[config.mk]
export PLATFORM = sky130hd
export DESIGN_NAME = seq_pattern_detector
export DESIGN_NICKNAME = d
export VERILOG_FILES = /design/src/rtl/seq_pattern_detector.sv
export SDC_FILE = /design/constraint.sdc
export NUM_CORES = 1
export LEC_CHECK = 0
export BUFFER_PORTS_ARGS = -buffer_cell sky130_fd_sc_hd__buf_4
export CORE_AREA = 5 5 42 44
export DETAILED_ROUTE_END_ITERATION = 12
export DIE_AREA = 0 0 47 49
export PLACE_DENSITY = 0.71
export REMOVE_ABC_BUFFERS = 1
export SYNTH_ARGS = -nofsm -noshare
export SYNTH_HDL_FRONTEND = slang
export SYNTH_SLANG_ARGS = --single-unit
[constraint.sdc]
create_clock -name clk -period 1.25 [get_ports clk]
set_input_delay 0.125 -clock clk [delete_from_list [all_inputs] [get_ports clk]]
set_output_delay 0.125 -clock clk [all_outputs]
set_load 0.01 [all_outputs]
[src/rtl/seq_pattern_detector.sv]
// Serial bit-pattern detector with runtime-loadable pattern and overlap mode.
// Define MATCH_CNT_EN to build the saturating match counter.
module seq_pattern_detector #(
    parameter int               PAT_W   = 3,
    parameter logic [PAT_W-1:0] PATTERN = 3'b101,
    parameter int               CNT_W   = 8
) (
    input  logic             clk,
    input  logic             reset,
    input  logic             in_valid,
    input  logic             data_in,
    input  logic             cfg_overlap,
    input  logic             cfg_load,
    input  logic [PAT_W-1:0] cfg_pattern,
    input  logic             cnt_clr,
    output logic             match,
    output logic [CNT_W-1:0] match_count
);

    localparam int FW = $clog2(PAT_W + 1);
    localparam logic [FW-1:0] FILL_MAX = FW'(PAT_W);
    localparam logic [FW-1:0] FILL_ARM = FW'(PAT_W - 1);

    logic [PAT_W-1:0] pat_q;
    logic [PAT_W-1:0] hist;
    logic [FW-1:0]    fill;

    logic             accept;
    logic [PAT_W-1:0] nxt;
    logic [FW-1:0]    fill_inc;
    logic             hit;

    // A beat coinciding with a pattern load is dropped.
    always_comb begin
        accept   = in_valid & ~cfg_load;
        nxt      = {hist[PAT_W-2:0], data_in};
        fill_inc = (fill == FILL_MAX) ? fill : fill + 1'b1;
        hit      = accept && (fill >= FILL_ARM) && (nxt == pat_q);
    end

    always_ff @(posedge clk) begin
        if (reset) begin
            pat_q <= PATTERN;
            hist  <= '0;
            fill  <= '0;
            match <= 1'b0;
        end else if (cfg_load) begin
            pat_q <= cfg_pattern;
            hist  <= '0;
            fill  <= '0;
            match <= 1'b0;
        end else begin
            match <= hit;
            if (accept) begin
                hist <= nxt;
                // Non-overlap restarts the fill so PAT_W fresh bits are needed.
                fill <= (hit && !cfg_overlap) ? '0 : fill_inc;
            end
        end
    end

`ifdef MATCH_CNT_EN
    localparam logic [CNT_W-1:0] CNT_MAX = '1;

    always_ff @(posedge clk) begin
        if (reset) begin
            match_count <= '0;
        end else if (cnt_clr) begin
            match_count <= '0;
        end else if (hit && (match_count != CNT_MAX)) begin
            match_count <= match_count + 1'b1;
        end
    end
`else
    logic unused_cnt_clr;
    assign unused_cnt_clr = cnt_clr;
    assign match_count    = '0;
`endif

endmodule
# == Word-level counts from Yosys, hierarchy flattened ==
# Index checks and enable logic that the tools add are counted.
# classes
muxes,2
n_addsub,1
n_bitwise,2
n_reduce_logical,6
n_eq_ne,3
n_lt_le_gt_ge,1
# op_table
op,n
2-to-1 mux 2 bit,2
== test 3 bit,1
logical AND 1 bit,3
"adder 2 x 1 -> 2 bit, second input constant",1
"== test 2 bit, second input constant",1
"greater-or-equal comparator 2 bit, second input constant",1
"inequality test 2 x 1 -> 1 bit, second input constant",1
AND reduction 2 bit,1
OR reduction 2 bit,1
bitwise AND 1 bit,1
zero test 1 bit,1
NOT 1 bit,1
# totals
in_bits,10
word_cells,19
reg_bits,8

# == Depth between registers and ports, before layout ==
# Gate-level depths: netlist of the first run.
# depth
depth_word,7
ltp_mapped,5
mapped_depth_nobuf,5

# == Worst setup path after synthesis of the first run ==
# Ideal clock, no wire load.
# synth_path
kind,reg2reg
start,register fill[0]
end,register fill[0]
t_arrival_ns,1.114
setup_time_ns,0.103
slack_ns,0.032
path_buffers,0
path_stages_with_launch,5
path_cell_list,dfxtp_1 > ha_1 > nor3b_4 > xnor2_1 > a2111oi_2
# synth_between
elab_chain_cells,6
word_cells_on_any_way,10
classes_between,1 x add/sub; 1 x order compare; 2 x eq/ne; 2 x mux; 4 x reduce/logical
# synth_rtl
element,line_no,text
start: declaration,26,logic [FW-1:0] fill;
start signal: assignment,57,fill <= (hit && !cfg_overlap) ? '0 : fill_inc;
greater-or-equal comparator 2 bit,38,hit = accept && (fill >= FILL_ARM) && (nxt == pat_q);
logical AND 1 bit (2 in a row),38,
logical AND 1 bit,57,
inequality test 2 x 1 -> 1 bit (no line),n/a,
AND reduction 2 bit (no line),n/a,
# Several ways; a longest one is shown, not always the timed one. The select of a mux whose other input is x is not followed.
# A chain may end at the register's enable or synchronous reset.

# == Final worst setup path of the first run ==
# layout_path
start,register fill[1]
end,register fill[0]
# The elaborated chain is that of the path after synthesis.

==> results of run 1 <==
-- synthesized netlist by cell type, drive strengths merged, types with 2 or more instances --
cell / count
dfxtp: 8
a211o: 2
nor2: 3
nor3: 2
nor2b: 2
xnor2: 3
mux2i: 3
ha: 2
buf: 9
-- flip-flops by register name, indices dropped and copies added (netlist names) --
name,flops
pat_q,3
fill,2
hist,2
match,1
-- power groups by stage --
stage,registers (uW),clock network [uW],logic [uW]
final,273,182,99.7
after global routing,274,209,110
after CTS,273,190,98.8
after detailed placement,278,0,94.9
after global placement,278,0,92.8
after floorplan,277,0,53.5
-- worst paths after layout --
| check | slack (ns) | depth (start not counted) | startpoint | to |
|---|---|---|---|---|
| max | -0.008 | 4 | fill[1]$_SDFFE_PP0P_ | fill[0]$_SDFFE_PP0P_ |
| min | 0.09 | 2 | cfg_pattern[2] | pat_q[2]$_SDFFE_PP1P_ |
| max reg2reg | -0.008 | 4 | fill[1]$_SDFFE_PP0P_ | fill[0]$_SDFFE_PP0P_ |
| min reg2reg | 0.52 | 2 | pat_q[1]$_SDFFE_PP0P_ | pat_q[1]$_SDFFE_PP0P_ |
-- placed cells by master, fill, tap and decap left out, drive strengths merged, types with 2 or more instances in the layout --
cell    instances
mux2i           3
nor2            3
buf            13
xnor2           3
clkbuf          3
nor3            2
nor2b           2
conb            8
dfxtp           8
a211o           2
ha              2
-- stage by stage --
stage               area [sq um]  instances  total power (uW)
finish                       603         75               555
global route                 603         75               592
CTS                          587         73               562
detailed placement           538         70               373
global placement             538         70               370
floorplan                    435         43               330
-- cells by family after synthesis --
| family | share of synthesized area |
|---|---|
| muxes | 0.0625 |
| buffers and inverters | 0.156 |
| and+or+nand+nor | 0.221 |
| xor gates and xnor gates | 0.0729 |
| other | 0.00781 |
| DFF | 0.333 |
| AOI/OAI and AO/OA | 0.0937 |
| adders and majority gates | 0.0521 |
-- layout make-up --
cell class	count	area [sq um]
multi-input combinational	34	294
clock buffer	3	22.5
fill	139	798
sequential	8	165
inverter	1	3.75
tap	16	20.0
timing repair buffer	13	97.6
-- critical path, delay by kind of cell, from the launching register on --
kind / cells / cell delay [ns]
flops: 1 / 0.36
simple gates: 1 / 0.22
compound gates: 1 / 0.32
fa+ha+maj: 1 / 0.16
xor+xnor: 1 / 0.09
-- metal layers --
metal | wire [um] | share of wire | up-vias | global-route usage
met5 | 0 | 0 | - | 0
met4 | 14 | 0.018 | 0 | 0.0553
met3 | 59 | 0.074 | 2 | 0.0369
met2 | 404 | 0.51 | 14 | 0.122
met1 | 313 | 0.40 | 143 | 0.0883
li1 | - | - | 171 | -
-- what timing repair did --
item	4_1_cts	5_1_grt
setup endpoints to repair	1	2
pin swaps	4	4
setup buffers	0	2
resized for setup	6	1
==> flow_metrics.env, run 1 <==
export IMPL_outcome="finished, violations left"
export IMPL_violations="negative setup slack"
export IMPL_die_area_sq_um=2300
export IMPL_syn_cell_area_sq_um=480
export IMPL_arrival_ns=1.39
export IMPL_cap_violations=0
export IMPL_drt_initial_drc_count=1
export IMPL_yosys_top_cells_area="dfxtp_1 (33%), buf_4 (13%), mux2i_1 (6.3%), xnor2_1 (5.5%), ha_1 (5.2%)"
export IMPL_ys_seq_area_frac=0.333
export IMPL_cts_tree="done"
export IMPL_dp_hpwl_um=638
export IMPL_avgSynthCellArea_sq_um=10.7
export IMPL_p_clk_frac=0.328
export IMPL_synth_edff_count=0
export IMPL_synth_area_leader_cell="dfxtp_1"
export IMPL_endpoint_kind="flip-flop"
export IMPL_max_stage_delay_ns=0.36
export IMPL_synth_seq_cells=8
export IMPL_cts_hold_buf=0
export IMPL_ys_types=21
export IMPL_p_sw_frac=0.233
export IMPL_power_density_nw_per_um2=919
export IMPL_wl_per_cell_um=10.6
export IMPL_vias=330
export IMPL_cts_root_buffer="clkbuf_4"
export IMPL_power_switching_uw=129
export IMPL_p_int_uw=425
export IMPL_crit_slowest_cell="dfxtp_4"
export IMPL_ir_worst_vdd_v=0.000522
export IMPL_rsz0062_at_grt="yes"
export IMPL_maxSlewViolCount=0
export IMPL_synth_top_area_frac=0.333
export IMPL_core_area_sq_um=1400
export IMPL_numCtsBuffers=3
export IMPL_critPathMaxFanout=4
export IMPL_grt_max_degree=13
export IMPL_diodes=0
export IMPL_skew_ns=0.00103
export IMPL_track_usage=0.0818
export IMPL_dieHeight_um=49
export IMPL_p_leak_uw=0.000266
export IMPL_final_layout_size_suffix_gt1_frac=0.424
export IMPL_setup_worst_path_start_class="flip-flop"
export IMPL_power_frac_comb=0.180
export IMPL_syn_inst=45
export IMPL_hp_class="in2reg"
export IMPL_timing_setup_tns_ns=-0.00781
export IMPL_drc=0
export IMPL_hold_viol_final=0
export IMPL_synthFlopType="dfxtp_1"
export IMPL_drtAntennaViolNets=0
export IMPL_insertion_delay_ns=0.24
export IMPL_fin_ws_ns=-0.00781
export IMPL_routed_via_density=4.40
export IMPL_fp_row_count=14
export IMPL_grt_pass1_vias=337
export IMPL_area_growth_synth_to_final_pct=25.5
export IMPL_fin_util=0.430
export IMPL_cts_max_path_buffers=2
export IMPL_whs_ns=0.0869
export IMPL_start_util=0.343
export IMPL_post_place_ws_ns=-0.0464
export IMPL_grt_antenna_before_repair=0
export IMPL_port_buffers=9
export IMPL_wirelength_um=792
export IMPL_io_pins=19
export IMPL_finalSetupViolCount=1
export IMPL_firstDrtPassIters=2
export IMPL_gp_congestion=0.658
export IMPL_ctsHtreeMaxLevel=1
export IMPL_synthArstFlopShare=0
export IMPL_fin_nets=73
export IMPL_fp_dieW_um=47
export IMPL_seqPwrFrac=0.492
export IMPL_fmax_mhz=795
export IMPL_grt_pass1_wl_mm=1.33
export IMPL_clkSlewWorstSetupHoldPaths_ns=0.05
export IMPL_criticalPathCategory="reg2reg"
export IMPL_period_share=1.01
export IMPL_cp_data_required_time_ns=1.38
export IMPL_critical_path_cell_chain="ha_4 -> nor3b_4 -> xnor2_2 -> a2111oi_2"
export IMPL_period_minus_slack_ns=1.26
export IMPL_yosys_warnings=0
export IMPL_grt_remaining_overflow=0
export IMPL_cts_num_sinks=8
(Power assumes the default switching activity.)
==> run 2, diff against run 1 <==
CORE_AREA = not set   (was 5 5 42 44)
CORE_MARGIN = 5   (was not set)
CORE_UTILIZATION = 27   (was not set)
DIE_AREA = not set   (was 0 0 47 49)
PLACE_DENSITY = 0.57   (was 0.71)
==> flow_metrics.env, run 2 (synthesis results as in run 1) <==
export IMPL_outcome="finished clean"
export IMPL_cts_tree="done"
export IMPL_largest_register_ffs=3
export IMPL_wirelength_um=847
export IMPL_finalSetupViolCount=0
export IMPL_critPathMaxFanout=4
export IMPL_io_pins=19
export IMPL_wl_per_cell_um=10.3
export IMPL_criticalPathCategory="reg2reg"
export IMPL_insertion_delay_ns=0.25
export IMPL_period_share=0.950
export IMPL_whs_ns=0.0809
export IMPL_gp_congestion=0.693
export IMPL_arrival_ns=1.33
export IMPL_p_sw_frac=0.252
export IMPL_routed_via_density=3.91
export IMPL_power_switching_uw=143
export IMPL_multi_input_area_sq_um=312
export IMPL_grt_pass1_vias=330
export IMPL_fillerInstances=170
export IMPL_final_cell_mix="buf_4 (11), conb_1 (8), dfxtp_1 (6), mux2i_1 (3), clkbuf_4 (3)"
export IMPL_power_frac_comb=0.181
export IMPL_reg2reg_to="fill[0]$_SDFFE_PP0P_"
export IMPL_ctsHtreeMaxLevel=1
export IMPL_numCtsBuffers=3
export IMPL_firstDrtPassIters=3
export IMPL_fin_area_sq_um=619
export IMPL_r2r_start="fill[1]$_SDFFE_PP0P_"
export IMPL_drtAntennaViolNets=0
export IMPL_core_area_sq_um=1710
export IMPL_fp_row_count=15
export IMPL_grt_pass1_wl_mm=1.36
export IMPL_endpoint_kind="flip-flop"
export IMPL_ff2ff_path_depth=4
export IMPL_dieHeight_um=52.2
export IMPL_hp_class="in2reg"
export IMPL_final_layout_size_suffix_gt1_frac=0.439
export IMPL_cts_num_sinks=8
export IMPL_r2r_setup_slack_ns=0.06
export IMPL_min_delay_path_depth=2
export IMPL_fmax_mhz=842
export IMPL_p_leak_uw=0.000258
export IMPL_vias=321
export IMPL_drc=0
export IMPL_critical_path_top_delay_family="flip-flops"
export IMPL_port_buffers=9
export IMPL_start_util=0.281
export IMPL_worstHoldStart="cfg_pattern[0]"
export IMPL_setup_worst_path_start_class="flip-flop"
export IMPL_grt_antenna_before_repair=0
export IMPL_ir_worst_vdd_v=0.000434
export IMPL_grt_remaining_overflow=0
export IMPL_cp_data_required_time_ns=1.39
export IMPL_cap_violations=0
export IMPL_critical_path_cell_chain="ha_4 -> nor3b_4 -> xnor2_2 -> a2111oi_2"
export IMPL_drt_initial_drc_count=1
export IMPL_rsz0062_at_grt="yes"
export IMPL_final_common_cell="buf_4"
export IMPL_cts_root_buffer="clkbuf_4"
export IMPL_p_clk_frac=0.340
export IMPL_crit_slowest_cell="dfxtp_4"
export IMPL_path_buf_inv=0
export IMPL_period_minus_slack_ns=1.19
export IMPL_fp_dieW_um=52.2
export IMPL_area_growth_synth_to_final_pct=28.9
export IMPL_fin_nets=71
export IMPL_diodes=0
export IMPL_placed_cell_area_sq_um=549
export IMPL_top_regs="pat_q: 3 flops, fill: 2 flops, hist: 2 flops"
export IMPL_cts_max_path_buffers=2
export IMPL_p_int_uw=425
export IMPL_postCtsSetupBuffers=0
export IMPL_seqPwrFrac=0.480
export IMPL_top_register="pat_q"
export IMPL_maxSlewViolCount=0
export IMPL_dp_hpwl_um=626
export IMPL_die_area_sq_um=2720
export IMPL_grt_max_degree=13
export IMPL_power_density_nw_per_um2=917
export IMPL_skew_ns=0.00103
export IMPL_track_usage=0.0731
export IMPL_hold_viol_final=0
export IMPL_clkSlewWorstSetupHoldPaths_ns=0.05
export IMPL_max_stage_delay_ns=0.37
export IMPL_whs_endpoint="pat_q[0]$_SDFFE_PP1P_"
export IMPL_seqCellArea_sq_um=168
==> run 2: layout make-up <==
class | instances | area share
Inverter | 1 | 0.00606
Sequential cell | 8 | 0.271
Tap cell | 25 | 0.0505
Timing Repair Buffer | 11 | 0.133
Multi-Input combinational cell | 34 | 0.503
Clock buffer | 3 | 0.0364
==> run 2: layer usage <==
metal | vias to the layer above | global-route usage | routed length [um]
li1 | 168 | - | -
met1 | 138 | 0.0832 | 397
met2 | 13 | 0.100 | 344
met3 | 2 | 0.0427 | 90
met4 | 0 | 0.0511 | 14
met5 | - | 0 | 0
==> run 2: through the flow <==
step                      setup WS, ns  setup TNS, ns  cells   util  total power [uW]
after floorplan                 0.0325              0     43      -               330
after global placement         -0.0233        -0.0233     79  0.322               373
after detailed placement       -0.0314        -0.0314     79  0.322               373
after CTS                       0.0412              0     82  0.351               578
after global routing          -0.00294       -0.00294     82  0.363               615
final                           0.0629              0     82  0.363               568
==> run 2: how the worst max path moves through the flow <==
| stage | start | endpoint | cells past startpoint |
|---|---|---|---|
| 6_report | fill[1]$_SDFFE_PP0P_ | fill[0]$_SDFFE_PP0P_ | 4 |
| 5_1_grt | fill[0]$_SDFFE_PP0P_ | fill[0]$_SDFFE_PP0P_ | 5 |
| 4_1_cts | fill[0]$_SDFFE_PP0P_ | fill[0]$_SDFFE_PP0P_ | 5 |
| 3_5_place_dp | fill[0]$_SDFFE_PP0P_ | fill[0]$_SDFFE_PP0P_ | 4 |
| 3_3_place_gp | fill[0]$_SDFFE_PP0P_ | fill[0]$_SDFFE_PP0P_ | 4 |
| 2_1_floorplan | fill[0]$_SDFFE_PP0P_ | fill[0]$_SDFFE_PP0P_ | 4 |
==> run 2: power groups by stage <==
stage / combinational [uW] / clock (uW) / sequential (uW)
CTS: 99.1 / 206 / 273
floorplan: 53.5 / 0 / 277
global route: 113 / 229 / 273
finish: 103 / 193 / 272
detailed placement: 95.4 / 0 / 278
global placement: 95.1 / 0 / 278
==> run 2: what timing repair did <==
item,CTS,global route
hold buffers,0,0
endpoints found under the setup margin,1,1
gates resized for setup,7,5
pin swaps,3,4
